### config.mk
export PLATFORM = sky130hd
export DESIGN_NAME = uart_packet_tx
export DESIGN_NICKNAME = d
export VERILOG_FILES = /design/src/rtl/uart_packet_tx.sv
export SDC_FILE = /design/constraint.sdc
export NUM_CORES = 1
export LEC_CHECK = 0
export ABC_AREA = 1
export CAP_MARGIN = 40
export CORE_MARGIN = 2
export CORE_UTILIZATION = 45
export CTS_CLUSTER_SIZE = 8
export DETAILED_ROUTE_END_ITERATION = 6
export HOLD_SLACK_MARGIN = 0.05
export PLACE_DENSITY_LB_ADDON = 0.25
export RECOVER_POWER = 25
export REMOVE_ABC_BUFFERS = 1
export SETUP_SLACK_MARGIN = 0.15
export SLEW_MARGIN = 20
export SYNTH_ARGS = -nofsm -noshare
export SYNTH_HDL_FRONTEND = slang
export SYNTH_SLANG_ARGS = --single-unit
### constraint.sdc
create_clock -name ref_clk -period 3.2 [get_ports ref_clk]
set_input_delay 0.64 -clock ref_clk [delete_from_list [all_inputs] [get_ports ref_clk]]
set_output_delay 0.64 -clock ref_clk [all_outputs]
set_load 0.02 [all_outputs]
### src/rtl/uart_packet_tx.sv
// Packet transmitter: buffers host payload bytes, then serialises SOF, LEN, payload, CHK
// as 12-bit frames (start, d[7:0] MSB first, even parity, two stops) on a registered serial line.
module uart_packet_tx #(
    parameter int          CLKS_PER_BAUD = 15259,
    parameter int          MAX_LEN       = 20,
    parameter logic [7:0]  SOF_BYTE      = 8'hA5
) (
    input  logic       ref_clk,
    input  logic       reset,
    input  logic       wr_en,
    input  logic [7:0] wr_data,
    input  logic       send,
    output logic       ser_out,
    output logic       busy,
    output logic       done,
    output logic [4:0] buf_count,
    output logic [2:0] err_code
);

    localparam int BW = (CLKS_PER_BAUD > 1) ? $clog2(CLKS_PER_BAUD) : 1;

    typedef enum logic [2:0] {S_IDLE, S_SOF, S_LEN, S_PAY, S_CHK} pkt_state_t;

    pkt_state_t      state_q, state_n;
    logic [BW-1:0]   baud_q, baud_n;
    logic [3:0]      bit_q, bit_n;
    logic [7:0]      byte_q, byte_n;
    logic [4:0]      idx_q, idx_n, nxt_idx;
    logic [7:0]      len_q, len_n;
    logic [7:0]      chk_q, chk_n;
    logic [7:0]      xor_q, xor_n;
    logic [4:0]      count_q, count_n;
    logic [2:0]      err_q, err_n;
    logic            ser_q, ser_n;
    logic            done_q, done_n;
    logic            buf_we;
    logic            last_tick;
    logic [11:0]     cur_frame;
    logic [7:0]      buf_mem [MAX_LEN];

    function automatic logic [11:0] frame_of(input logic [7:0] b);
        return {1'b0, b, ^b, 2'b11};
    endfunction

    // Payload storage is not reset; buf_count alone defines what is valid.
    always_ff @(posedge ref_clk) begin
        if (buf_we) buf_mem[count_q] <= wr_data;
    end

    always_ff @(posedge ref_clk or posedge reset) begin
        if (reset) begin
            state_q <= S_IDLE;
            baud_q  <= '0;
            bit_q   <= '0;
            byte_q  <= '0;
            idx_q   <= '0;
            len_q   <= '0;
            chk_q   <= '0;
            xor_q   <= '0;
            count_q <= '0;
            err_q   <= '0;
            ser_q   <= 1'b1;
            done_q  <= 1'b0;
        end else begin
            state_q <= state_n;
            baud_q  <= baud_n;
            bit_q   <= bit_n;
            byte_q  <= byte_n;
            idx_q   <= idx_n;
            len_q   <= len_n;
            chk_q   <= chk_n;
            xor_q   <= xor_n;
            count_q <= count_n;
            err_q   <= err_n;
            ser_q   <= ser_n;
            done_q  <= done_n;
        end
    end

    assign cur_frame = frame_of(byte_q);
    assign last_tick = (baud_q == BW'(CLKS_PER_BAUD - 1));
    assign nxt_idx   = idx_q + 5'd1;

    always_comb begin
        state_n = state_q;
        baud_n  = baud_q;
        bit_n   = bit_q;
        byte_n  = byte_q;
        idx_n   = idx_q;
        len_n   = len_q;
        chk_n   = chk_q;
        xor_n   = xor_q;
        count_n = count_q;
        err_n   = err_q;
        ser_n   = ser_q;
        done_n  = 1'b0;
        buf_we  = 1'b0;
        case (state_q)
            S_IDLE: begin
                ser_n = 1'b1;
                if (send) begin
                    // A write coinciding with send is always dropped and flagged.
                    if (count_q != 5'd0) begin
                        state_n = S_SOF;
                        byte_n  = SOF_BYTE;
                        bit_n   = '0;
                        baud_n  = '0;
                        ser_n   = 1'b0;
                        len_n   = {3'b000, count_q};
                        chk_n   = {3'b000, count_q} ^ xor_q;
                        err_n   = wr_en ? 3'd3 : 3'd0;
                    end else begin
                        err_n   = wr_en ? 3'd3 : 3'd1;
                    end
                end else if (wr_en) begin
                    if (count_q < 5'(MAX_LEN)) begin
                        buf_we  = 1'b1;
                        count_n = count_q + 5'd1;
                        xor_n   = xor_q ^ wr_data;
                    end else begin
                        err_n   = 3'd2;
                    end
                end
            end
            default: begin
                if (wr_en) err_n = 3'd3;
                if (!last_tick) begin
                    baud_n = baud_q + BW'(1);
                end else begin
                    baud_n = '0;
                    if (bit_q != 4'd11) begin
                        bit_n = bit_q + 4'd1;
                        ser_n = cur_frame[4'd10 - bit_q];
                    end else begin
                        // Frame complete: next byte's start bit follows with no gap.
                        bit_n = '0;
                        ser_n = 1'b0;
                        case (state_q)
                            S_SOF: begin
                                state_n = S_LEN;
                                byte_n  = len_q;
                            end
                            S_LEN: begin
                                state_n = S_PAY;
                                idx_n   = '0;
                                byte_n  = buf_mem[0];
                            end
                            S_PAY: begin
                                if (idx_q == len_q[4:0] - 5'd1) begin
                                    state_n = S_CHK;
                                    byte_n  = chk_q;
                                end else begin
                                    idx_n   = nxt_idx;
                                    byte_n  = buf_mem[nxt_idx];
                                end
                            end
                            default: begin
                                state_n = S_IDLE;
                                ser_n   = 1'b1;
                                done_n  = 1'b1;
                                count_n = '0;
                                xor_n   = '0;
                            end
                        endcase
                    end
                end
            end
        endcase
    end

    assign ser_out   = ser_q;
    assign busy      = (state_q != S_IDLE);
    assign done      = done_q;
    assign buf_count = count_q;
    assign err_code  = err_q;

endmodule

# After elaboration in Yosys (flattened, before gate mapping)
# Memory sizes are Yosys's and may differ from the RTL's.
# Cells that the tools add are included.
dict set report word_totals {
  reg_bits 65
  ram_bits 160
  inputBits 12
  out_inout_bits 11
  elab_cells 123
  memories 1
}
# memory words word_bits read_ports rd_clocked_by_memory_dff write_ports line
set memory_table {}
lappend memory_table {buf_mem 20 8 2 0 1 39} ;# logic [7:0] buf_mem [MAX_LEN];
dict set report op_classes {
  n_addsub 6
  magnitude_cmp 2
  eq_ne 16
  mux 64
  n_bitwise 4
  reduce_logical 18
}
# op count
set ops {}
lappend ops {{$mux W8} 13}
lappend ops {{$mux W14} 4}
lappend ops {{$mux W5} 8}
lappend ops {{$mux W3} 11}
lappend ops {{$pmux W8 S3} 1}
lappend ops {{$mux W4} 5}
lappend ops {{$mux W1} 16}
lappend ops {{$reduce_and A5 Y1} 3}
lappend ops {{$add A14 B1 Y14 const B} 1}
lappend ops {{$eq A14 B14 Y1 const B} 1}
lappend ops {{$ne A2 B2 Y1 const B} 6}
lappend ops {{$add A5 B1 Y5 const B} 2}
lappend ops {{$pmux W5 S2} 1}
lappend ops {{$pmux W3 S3} 1}
lappend ops {{$reduce_and A3 Y1} 3}
lappend ops {{$reduce_bool A2 Y1} 4}
lappend ops {{$reduce_xor A8 Y1} 1}
lappend ops {{$xor A5 B8 Y8} 1}
lappend ops {{$xor A8 B8 Y8} 1}
lappend ops {{$eq A3 B2 Y1 const B} 2}
lappend ops {{$mux W2} 3}
lappend ops {{$reduce_and A6 Y1} 1}
lappend ops {{$eq A5 B5 Y1} 1}
lappend ops {{$lt A4 B5 Y1 const B} 1}
lappend ops {{other kinds (17)} 19}

# Longest topological paths before layout
# Gate-level depths: netlist of the first run.
dict set report depth {
  ltp_word 7
  ltp_mapped 15
  mapped_depth_nobuf 15
}

# Least setup slack after synthesis of the first run
# Ideal clock, no wire load.
dict set report synth_path {
  kind {flip-flop to flip-flop}
  from {register count_q[3], in the netlist buf_count[3]}
  to {memory buf_mem[1][0], enable pin}
  setup_ps 370
  arrival_time_ps 1731
  required_ps 2830
  path_slack_ps 1099
  path_stages_with_launch 10
  path_buffers 0
  period_less_slack_ps 2101
  cell_sequence {dfrtp_1 > inv_1 > nand2_1 > nand2_1 > nand2_1 > nor2_1 > inv_1 > nor2_1 > nand2_1 > nor2_1}
}
dict set report synth_between {
  elab_chain_cells 7
}
# item line
set synth_rtl {}
lappend synth_rtl {{start, declared} 32} ;# logic [4:0] count_q, count_n;
lappend synth_rtl {{start signal, assigned} 73} ;# count_q <= count_n;
lappend synth_rtl {{$lt A5 B5 Y1} 116} ;# if (count_q < 5'(MAX_LEN)) begin
lappend synth_rtl {{$mux W1} 116}
lappend synth_rtl {{$mux W1} 115} ;# end else if (wr_en) begin
lappend synth_rtl {{$mux W1} 101} ;# if (send) begin
lappend synth_rtl {{$mux W1} 98} ;# case (state_q)
lappend synth_rtl {{$mux W1} 47} ;# if (buf_we) buf_mem[count_q] <= wr_data;
lappend synth_rtl {{$mux W1 (implied by the code)} 47}
lappend synth_rtl {{end, declared} 39}
# Several ways; a longest one is shown, not always the timed one.

# Worst setup path after layout of the first run
dict set report layout_path {
  from {register state_q[2]}
  to {output port busy}
}
dict set report layout_between {
  elab_chain_cells 1
}
# item line
set layout_rtl {}
lappend layout_rtl {{start, declared} 24} ;# pkt_state_t state_q, state_n;
lappend layout_rtl {{start signal, assigned} 65} ;# state_q <= state_n;
lappend layout_rtl {{$reduce_bool A3 Y1} 172} ;# assign busy = (state_q != S_IDLE);
lappend layout_rtl {{end, declared} 14} ;# output logic busy,
# No other way between the ends.

==> run_results.csv, run 1 <==
group,metric,value,unit
final_layout,num_antenna_cells,0,
synthesis,async_reset_ff_share,28.6,%
routing,post-route-drc-count,0,
final_layout,finalNetCount,1127,
timing,slew_headroom,7.21,%
worst_setup_path,r2r-end,"buf_mem[2][4]",
cts,cts_setup_buffers,0,
cts,ctsResizeCount,0,
floorplanning,start_util,45.4,%
pwr,power,0.00623,W
timing,setup_viol,0,
routing,ant_nets,0,
cts,cts_tree,"yes",
place,place_hpwl,17400,µm
pwr,leakagePower,4.75,nW
floorplanning,dieArea,23900,µm²
routing,drtIter0Drc,707,
place,gp_congestion,0.888,
worst_setup_path,crit_type,"reg -> out",
worst_setup_path,timing.rr.start,"buf_count[2]",
timing,worst_slew_pin_slew,1.39,ns
run_status,status,"finished clean",
timing,post-route-period-util,79.5,%
timing,final.setup_skew,0.00869,ns
timing,drv_slew,0,
cts,clock_path_buffers,3,
timing,rsz0062_at_grt,"no",
cts,clkTransAtPathRegs,0.05,ns
synthesis,netlist.area_leader.share,47.0,%
timing,final-hold-violation-count,0,
synthesis,synth_common_cells,"nand2_1, edfxtp_1, nand3_1, nor2_1, inv_1",
synthesis,synth_edf_count,160,
pwr,peakVddDrop,0.000543,V
final_layout,syn_to_final_growth,15.9,%
place,dp.cells,1358,
synthesis,syn_area,10200,µm²
grt,grt.overflow.total,0,
floorplanning,row_count,55,
cts,cts_made_buffers,31,
grt,grt_util_all_layers,21.6,%
grt,grt_max_degree,73,
worst_setup_path,crit_arrival,1.90,ns
synthesis,synthTopCellsByArea,"edfxtp_1, dfrtp_1, nand2_1",
worst_setup_path,cp_max_fo,9,
synthesis,ys_warn_count,0,
place,io_buffers,21,
cts,clk_latency,0.56,ns
synthesis,yosysMostFrequentCell,"nand2_1",
place,dp_slack,0.314,ns
worst_setup_path,crit_path_start_kind,"flop",
routing,wl_per_cell,17.9,µm
final_layout,final_util,52.7,%
floorplanning,pin_count,23,
worst_setup_path,rr_worst_depth,11,
cts,postCtsHoldBufs,0,
routing,routed_wl,25300,µm
timing,timing.fmax,393,MHz
grt,grt_pass1_vias,7151,
floorplanning,die_h,155,µm
worst_setup_path,required,2.56,ns
timing,fin_ws,0.657,ns
floorplanning,die_w,155,µm
worst_setup_path,end_kind,"output pin",
synthesis,synth_ff_type,"edfxtp_1",
synthesis,avgSynthCellArea,9.80,µm²
synthesis,seq_area_frac_synth,62.6,%
synthesis,yosys_register_bits,224,
routing,dr.pass1.iters,5,
worst_setup_path,r2r_slack,0.78,ns
min_path,hold_class,"reg -> reg",
final_layout,fillCellCount,2023,
synthesis,syn_inst,1044,
final_layout,finalNonFillerCells,1416,
routing,via_per_inst,5.30,
cts,root_buffer,"clkbuf_16",
grt,grt_pass1_wl,39800,µm
pwr,pwr_density_cell,526,nW/µm²
min_path,min_from,"ser_out",
min_path,min_to,"ser_out",
routing,via_count,7506,
final_layout,drive_above_1_share,8.31,%
cts,htree_levels,1,
grt,antenna_found_initial,0,
flow_run,drv_cap,0,
cts,cts_sinks,224,
min_path,holdPathStages,2,
synthesis,synth_cell_types,38,
floorplanning,design.core.area,22500,µm²
timing,timing.final.crit_period,2.54,ns
synthesis,post-synth-top-area-cell,"edfxtp_1",
-- critical path: stages (launching register included) --
cell and delay (ns):
dfrtp_1 0.44, nor2_2 0.16, nand2_2 0.17, clkdlybuf4s50_1 0.58
-- worst max path at each step --
stage / to / slack (ns) / cells past startpoint / startpoint
after floorplan: byte_q[5] / -0.47 / 11 / idx_q[0]
after detailed placement: buf_mem[17][0] / 0.31 / 9 / send
after CTS: busy / 0.65 / 3 / state_q[2]
after global routing: buf_mem[14][2] / 0.55 / 11 / buf_count[2]
after global placement: buf_mem[6][7] / 0.37 / 9 / send
final: busy / 0.66 / 3 / state_q[2]
-- metal layers --
metal / vias to the layer above / wire (µm) / global-route usage, %
met3: 47 / 1440 / 3.70
li1: 3651 / - / -
met2: 207 / 11700 / 34.4
met1: 3601 / 11600 / 31.1
met5: - / 0 / 0
met4: 0 / 577 / 5.20
-- registers in the layout (all words and copies together), names as in the netlist --
name,count
bit_q,4
chk_q,8
idx_q,5
len_q,5
state_q,3
byte_q,8
done,1
ser_out,1
baud_q,14
buf_count,5
xor_q,8
err_code,2
buf_mem,160
-- power by group --
| group | switching [W] | leakage (nW) | total (W) | internal [W] |
|---|---|---|---|---|
| sequential | 0.000000554 | 2.22 | 0.00312 | 0.00312 |
| combinational | 0.0000750 | 2.11 | 0.0000992 | 0.0000241 |
| clock | 0.00119 | 0.423 | 0.00301 | 0.00182 |
-- layout by cell type (no fill, tap or decap), drive strengths merged --
cell,netlist,layout
and2,1,1
o22ai,17,17
nor3,7,7
o21ai,71,71
clkdlybuf4s50,0,13
o31ai,6,6
nand4,3,3
a21oi,24,24
dfstp,1,1
nor3b,3,3
ha,9,9
a31oi,2,2
nand3,135,135
edfxtp,160,160
conb,1,1
a22oi,1,1
a211oi,1,1
inv,85,86
o211ai,1,1
xor2,14,14
clkbuf,23,61
dfrtp,63,63
dlygate4sd3,0,8
xnor2,12,12
nand2,295,295
clkinv,1,1
nor2,96,96
buf,12,39
-- metrics by stage --
stage	instance area [µm²]	setup TNS [ns]	hold slack (ns)
final	11900	0	0.471
after global routing	11900	0	0.505
after CTS	11900	0	0.473
after detailed placement	11000	0	0.467
after global placement	11000	0	0.457
after floorplan	10100	-3.77	0.453
-- cell families after synthesis --
kind of cell	count (synthesis)	synth area share, %
compound gates	123	6.47
flops	224	62.6
xor+xnor	26	2.48
simple gates	540	22.4
other cells	1	0.0367
fa+ha+maj	9	1.10
buf+inv	121	4.81
-- cell type report --
type,count,area [µm²],share of cell area [%]
Clock buffer,57,873,7.37
Clock inverter,1,20.0,0.169
Inverter,86,325,2.74
Multi-Input combinational cell,699,3330,28.1
Sequential cell,224,6410,54.1
Tap cell,285,357,3.01
Timing Repair Buffer,64,543,4.58
(Power assumes the default switching activity.)
==> run 2: changes to the inputs <==
==> constraint.sdc (replaced) <==
create_clock -name ref_clk -period 2.6 [get_ports ref_clk]
set_input_delay 0.52 -clock ref_clk [delete_from_list [all_inputs] [get_ports ref_clk]]
set_output_delay 0.52 -clock ref_clk [all_outputs]
set_load 0.02 [all_outputs]
==> run_results.csv, run 2 (synthesis results as in run 1) <==
group,metric,value,unit
timing,drv_slew,0,
cts,root_buffer,"clkbuf_16",
routing,wl_per_cell,18.1,µm
final_layout,finalNetCount,1138,
routing,ant_nets,0,
pwr,switchingPower,0.00164,W
worst_setup_path,crit_path_start_kind,"flop",
place,gp_congestion,0.835,
timing,final.setup_skew,0.0201,ns
place,dp_slack,0.0731,ns
worst_setup_path,cp_cell_sequence,"nor2_2, nand2_4, buf_4, dlygate4sd2_1",
routing,dr.pass1.iters,5,
worst_setup_path,critPathLaunch,"state_q[2]",
grt,antenna_found_initial,0,
timing,slew_headroom,16.7,%
final_layout,syn_to_final_growth,17.4,%
routing,drtIter0Drc,660,
timing,timing.final.crit_period,2.32,ns
routing,post-route-drc-count,0,
timing,timing.fmax,431,MHz
cts,htree_levels,2,
final_layout,final_cell_mix,"nand2_1, edfxtp_1, nand3_1, nor2_1, inv_1",
floorplanning,die_w,155,µm
timing,setup_viol,0,
final_layout,largest_reg_flops,160,
worst_setup_path,crit_arrival,1.80,ns
routing,routed_wl,25600,µm
worst_setup_path,rr_worst_depth,12,
timing,post-route-period-util,89.2,%
place,placed_area,11100,µm²
grt,grt_pass1_wl,40000,µm
pwr,clkPwrFrac,49.9,%
worst_setup_path,max_stage_delay,0.43,ns
floorplanning,start_util,45.4,%
grt,grt.overflow.total,0,
worst_setup_path,r2r_slack,0.35,ns
worst_setup_path,required,2.08,ns
worst_setup_path,r2r-end,"byte_q[0]",
timing,final-hold-violation-count,0,
floorplanning,row_count,55,
routing,via_per_inst,5.33,
place,place_hpwl,17500,µm
pwr,intPower,0.00627,W
final_layout,top_regs,"buf_mem x160, baud_q x14",
final_layout,finalInstanceArea,12000,µm²
cts,cts_sinks,224,
grt,grt_util_all_layers,21.7,%
worst_setup_path,cp_max_fo,12,
cts,cts_made_buffers,34,
worst_setup_path,crit_type,"reg -> out",
pwr,leakagePower,4.85,nW
cts,cts_tree,"yes",
worst_setup_path,cp_slowest_cell,"dfrtp_1",
place,io_buffers,21,
pwr,power_frac_seq,48.6,%
final_layout,top_register,"buf_mem",
final_layout,multi_input_area,3330,µm²
min_path,holdPathStages,2,
cts,cts_setup_buffers,0,
min_path,min_from,"ser_out",
worst_setup_path,timing.rr.start,"idx_q[0]",
min_path,min_to,"ser_out",
flow_run,drv_cap,0,
grt,grt_max_degree,73,
cts,clock_path_buffers,3,
final_layout,drive_above_1_share,9.47,%
pwr,power,0.00791,W
routing,via_count,7538,
cts,clk_latency,0.51,ns
run_status,status,"finished clean",
final_layout,layout_commonest_cell,"nand2_1",
pwr,peakVddDrop,0.000504,V
timing,fin_ws,0.281,ns
cts,clkTransAtPathRegs,0.06,ns
pwr,pwr_density_cell,659,nW/µm²
floorplanning,pin_count,23,
floorplanning,die_h,155,µm
worst_setup_path,end_kind,"output pin",
timing,worst_slew_pin_slew,1.25,ns
grt,grt_pass1_vias,7323,
pwr,combPwrFrac,1.5,%
final_layout,regArea,6410,µm²
final_layout,num_antenna_cells,0,
timing,fin_hold_ws,0.474,ns
floorplanning,design.core.area,22500,µm²
timing,rsz0062_at_grt,"no",
min_path,hold_class,"reg -> reg",
pwr,switching_share,20.7,%
floorplanning,dieArea,23900,µm²
final_layout,fillCellCount,1954,
## run 2: area by class of cell
class,instances,share of cell area (%)
inverter,86,2.71
sequential,224,53.4
multi-input combinational,699,27.8
tap,285,2.97
clock inverter,5,0.584
clock buffer,44,7.40
timing repair buffer,72,5.17
## run 2: critical path, delay by kind of cell, from the launching register on
family | cells | cell delay [ns]
buf+inv | 2 | 0.53
flops | 1 | 0.43
simple gates | 2 | 0.34
## run 2: stage by stage
stage                     TNS, ns  std cells  utilization (%)
final                           0       1415             53.3
after global routing            0       1415             53.3
after CTS                       0       1415             53.5
after detailed placement        0       1366             49.2
after global placement          0       1366             49.2
after floorplan             -9.44       1009                -
## run 2: timing repair
action                                  CTS  global route
hold endpoints to repair                  0             0
endpoints found under the setup margin    1             0
hold buffers                              0             0
resized for setup                         2             0
## run 2: power by group through the flow
stage	clock network (W)	logic [W]	registers, W
after floorplan	0	0.0000244	0.00391
after global placement	0	0.000134	0.00391
after detailed placement	0	0.000134	0.00391
after CTS	0.00400	0.000135	0.00384
after global routing	0.00415	0.000134	0.00384
final	0.00395	0.000122	0.00384
## run 2: layer usage
metal	wire length [µm]	GRT usage (%)
met1	11500	29.7
met2	12000	35.8
met3	1360	3.17
met4	722	7.63
met5	0	0
## run 2: worst max path at each step
stage	endpoint	slack (ns)
5_1_grt	xor_q[6]	0.19
3_3_place_gp	buf_mem[16][1]	0.16
3_5_place_dp	buf_mem[16][2]	0.07
2_1_floorplan	byte_q[5]	-1.07
4_1_cts	busy	0.27
6_report	busy	0.28
==> run 3: changes to the inputs <==
--- a/config.mk
+++ b/config.mk
@@ -8,7 +8,7 @@
 export ABC_AREA = 1
 export CAP_MARGIN = 40
 export CORE_MARGIN = 2
-export CORE_UTILIZATION = 45
+export CORE_UTILIZATION = 59
 export CTS_CLUSTER_SIZE = 8
 export DETAILED_ROUTE_END_ITERATION = 6
 export HOLD_SLACK_MARGIN = 0.05
==> run_results.csv, run 3 (synthesis results as in run 1) <==
group,metric,value,unit
run_status,status,"finished with violations",
run_status,violations,"capacitance limit, slew limit",
place,dp_slack,0.255,ns
grt,grt.overflow.total,0,
min_path,holdPathStages,2,
floorplanning,die_h,136,µm
place,gp_congestion,0.897,
routing,ant_nets,0,
worst_setup_path,end_kind,"output pin",
cts,clock_path_buffers,3,
pwr,clkPwrFrac,48.1,%
cts,cts_tree,"yes",
floorplanning,row_count,48,
place,place_hpwl,16700,µm
grt,grt_pass1_vias,7273,
place,io_buffers,21,
worst_setup_path,crit_arrival,1.86,ns
routing,dr.pass1.iters,5,
cts,clkTransAtPathRegs,0.06,ns
floorplanning,start_util,59.8,%
cts,clk_latency,0.57,ns
worst_setup_path,r2r_slack,0.38,ns
pwr,power,0.00763,W
floorplanning,pin_count,23,
worst_setup_path,crit_type,"reg -> out",
cts,postCtsHoldBufs,0,
routing,routed_wl,24600,µm
worst_setup_path,required,2.08,ns
cts,root_buffer,"clkbuf_16",
floorplanning,die_w,136,µm
routing,wl_per_cell,18.0,µm
flow_run,drv_cap,1,
timing,final-hold-violation-count,0,
timing,setup_viol,0,
worst_setup_path,rr_worst_depth,9,
cts,cts_sinks,224,
final_layout,final_cell_mix,"nand2_1, edfxtp_1, nand3_1, nor2_1, inv_1",
timing,timing.fmax,420,MHz
worst_setup_path,crit_path_start_kind,"flop",
pwr,pwr_density_cell,645,nW/µm²
cts,ctsResizeCount,1,
final_layout,num_antenna_cells,0,
pwr,switching_share,20.2,%
timing,drv_slew,65,
final_layout,top_register,"buf_mem",
routing,drtIter0Drc,937,
pwr,intPower,0.00609,W
final_layout,fillCellCount,1279,
final_layout,drive_above_1_share,9.05,%
pwr,leakagePower,4.79,nW
timing,rsz0062_at_grt,"no",
pwr,peakVddDrop,0.000562,V
final_layout,largest_reg_flops,160,
grt,antenna_found_initial,0,
cts,htree_levels,1,
final_layout,regArea,6410,µm²
grt,grt_util_all_layers,27.4,%
min_path,hold_class,"reg -> reg",
final_layout,layout_commonest_cell,"nand2_1",
final_layout,syn_to_final_growth,15.7,%
timing,worst_slew_pin_slew,1.59,ns
pwr,combPwrFrac,1.5,%
timing,fin_ws,0.222,ns
routing,post-route-drc-count,0,
grt,grt_pass1_wl,38500,µm
worst_setup_path,cp_max_fo,10,
final_layout,top_regs,"buf_mem x160, baud_q x14",
timing,post-route-period-util,91.5,%
final_layout,multi_input_area,3340,µm²
cts,cts_made_buffers,31,
floorplanning,dieArea,18400,µm²
pwr,switchingPower,0.00154,W
timing,final.setup_skew,0.0169,ns
routing,via_per_inst,5.70,
timing,timing.final.crit_period,2.38,ns
final_layout,finalNetCount,1136,
routing,via_count,7766,
grt,grt_max_degree,65,
floorplanning,design.core.area,17100,µm²
timing,slew_headroom,-5.86,%
cts,cts_setup_buffers,0,
pwr,power_frac_seq,50.3,%
-- run 3: cell types whose count changed in the layout (fill, tap and decap cells not counted), moves of 3 or more --
cell,change
buf_12,-3
buf_4,+5
clkbuf_1,+13
clkbuf_16,-3
-- run 3: per-layer routing --
| metal | vias up | wire length, µm | GRT usage (%) |
|---|---|---|---|
| met5 | - | 0 | 0 |
| met4 | 0 | 784 | 10.7 |
| met3 | 72 | 1970 | 4.71 |
| met2 | 343 | 11500 | 42.8 |
| met1 | 3673 | 10300 | 38.8 |
| li1 | 3678 | - | - |
-- run 3: path summary, 6_finish.rpt --
check                        endpoint       start
max                              busy  state_q[2]
min                           ser_out     ser_out
max reg2reg                state_q[1]    idx_q[0]
min reg2reg                   ser_out     ser_out
max in group asynchronous    idx_q[0]       reset
min in group asynchronous    xor_q[2]       reset
-- run 3: power groups by stage --
stage               Combinational [W]  Sequential, W  Clock, W
floorplan                   0.0000244        0.00391         0
global placement             0.000127        0.00391         0
detailed placement           0.000128        0.00391         0
CTS                          0.000128        0.00384   0.00372
global route                 0.000128        0.00384   0.00385
finish                       0.000118        0.00384   0.00368
-- run 3: worst max-delay path, cell delays in order, from the launching register on --
cell           delay, ns
dfrtp_1             0.44
nor2_2              0.20
nand2_4             0.14
buf_4               0.20
dlygate4sd2_1       0.32
-- run 3: area by class of cell --
type / count / area share [%]
Tap cell: 225 / 2.38
Sequential cell: 224 / 54.1
Inverter: 86 / 2.75
Timing Repair Buffer: 73 / 5.02
Clock buffer: 55 / 7.31
Multi-Input combinational cell: 699 / 28.2
Clock inverter: 1 / 0.169
-- run 3: per-stage QoR --
stage	setup TNS, ns	utilization (%)	hold WS (ns)	cells	instance area (µm²)
2_1_floorplan	-9.44	-	0.453	1009	10100
3_3_place_gp	0	64.1	0.462	1307	11000
3_5_place_dp	0	64.1	0.473	1307	11000
4_1_cts	0	69.3	0.365	1363	11900
5_1_grt	0	69.2	0.486	1363	11800
6_report	0	69.2	0.472	1363	11800
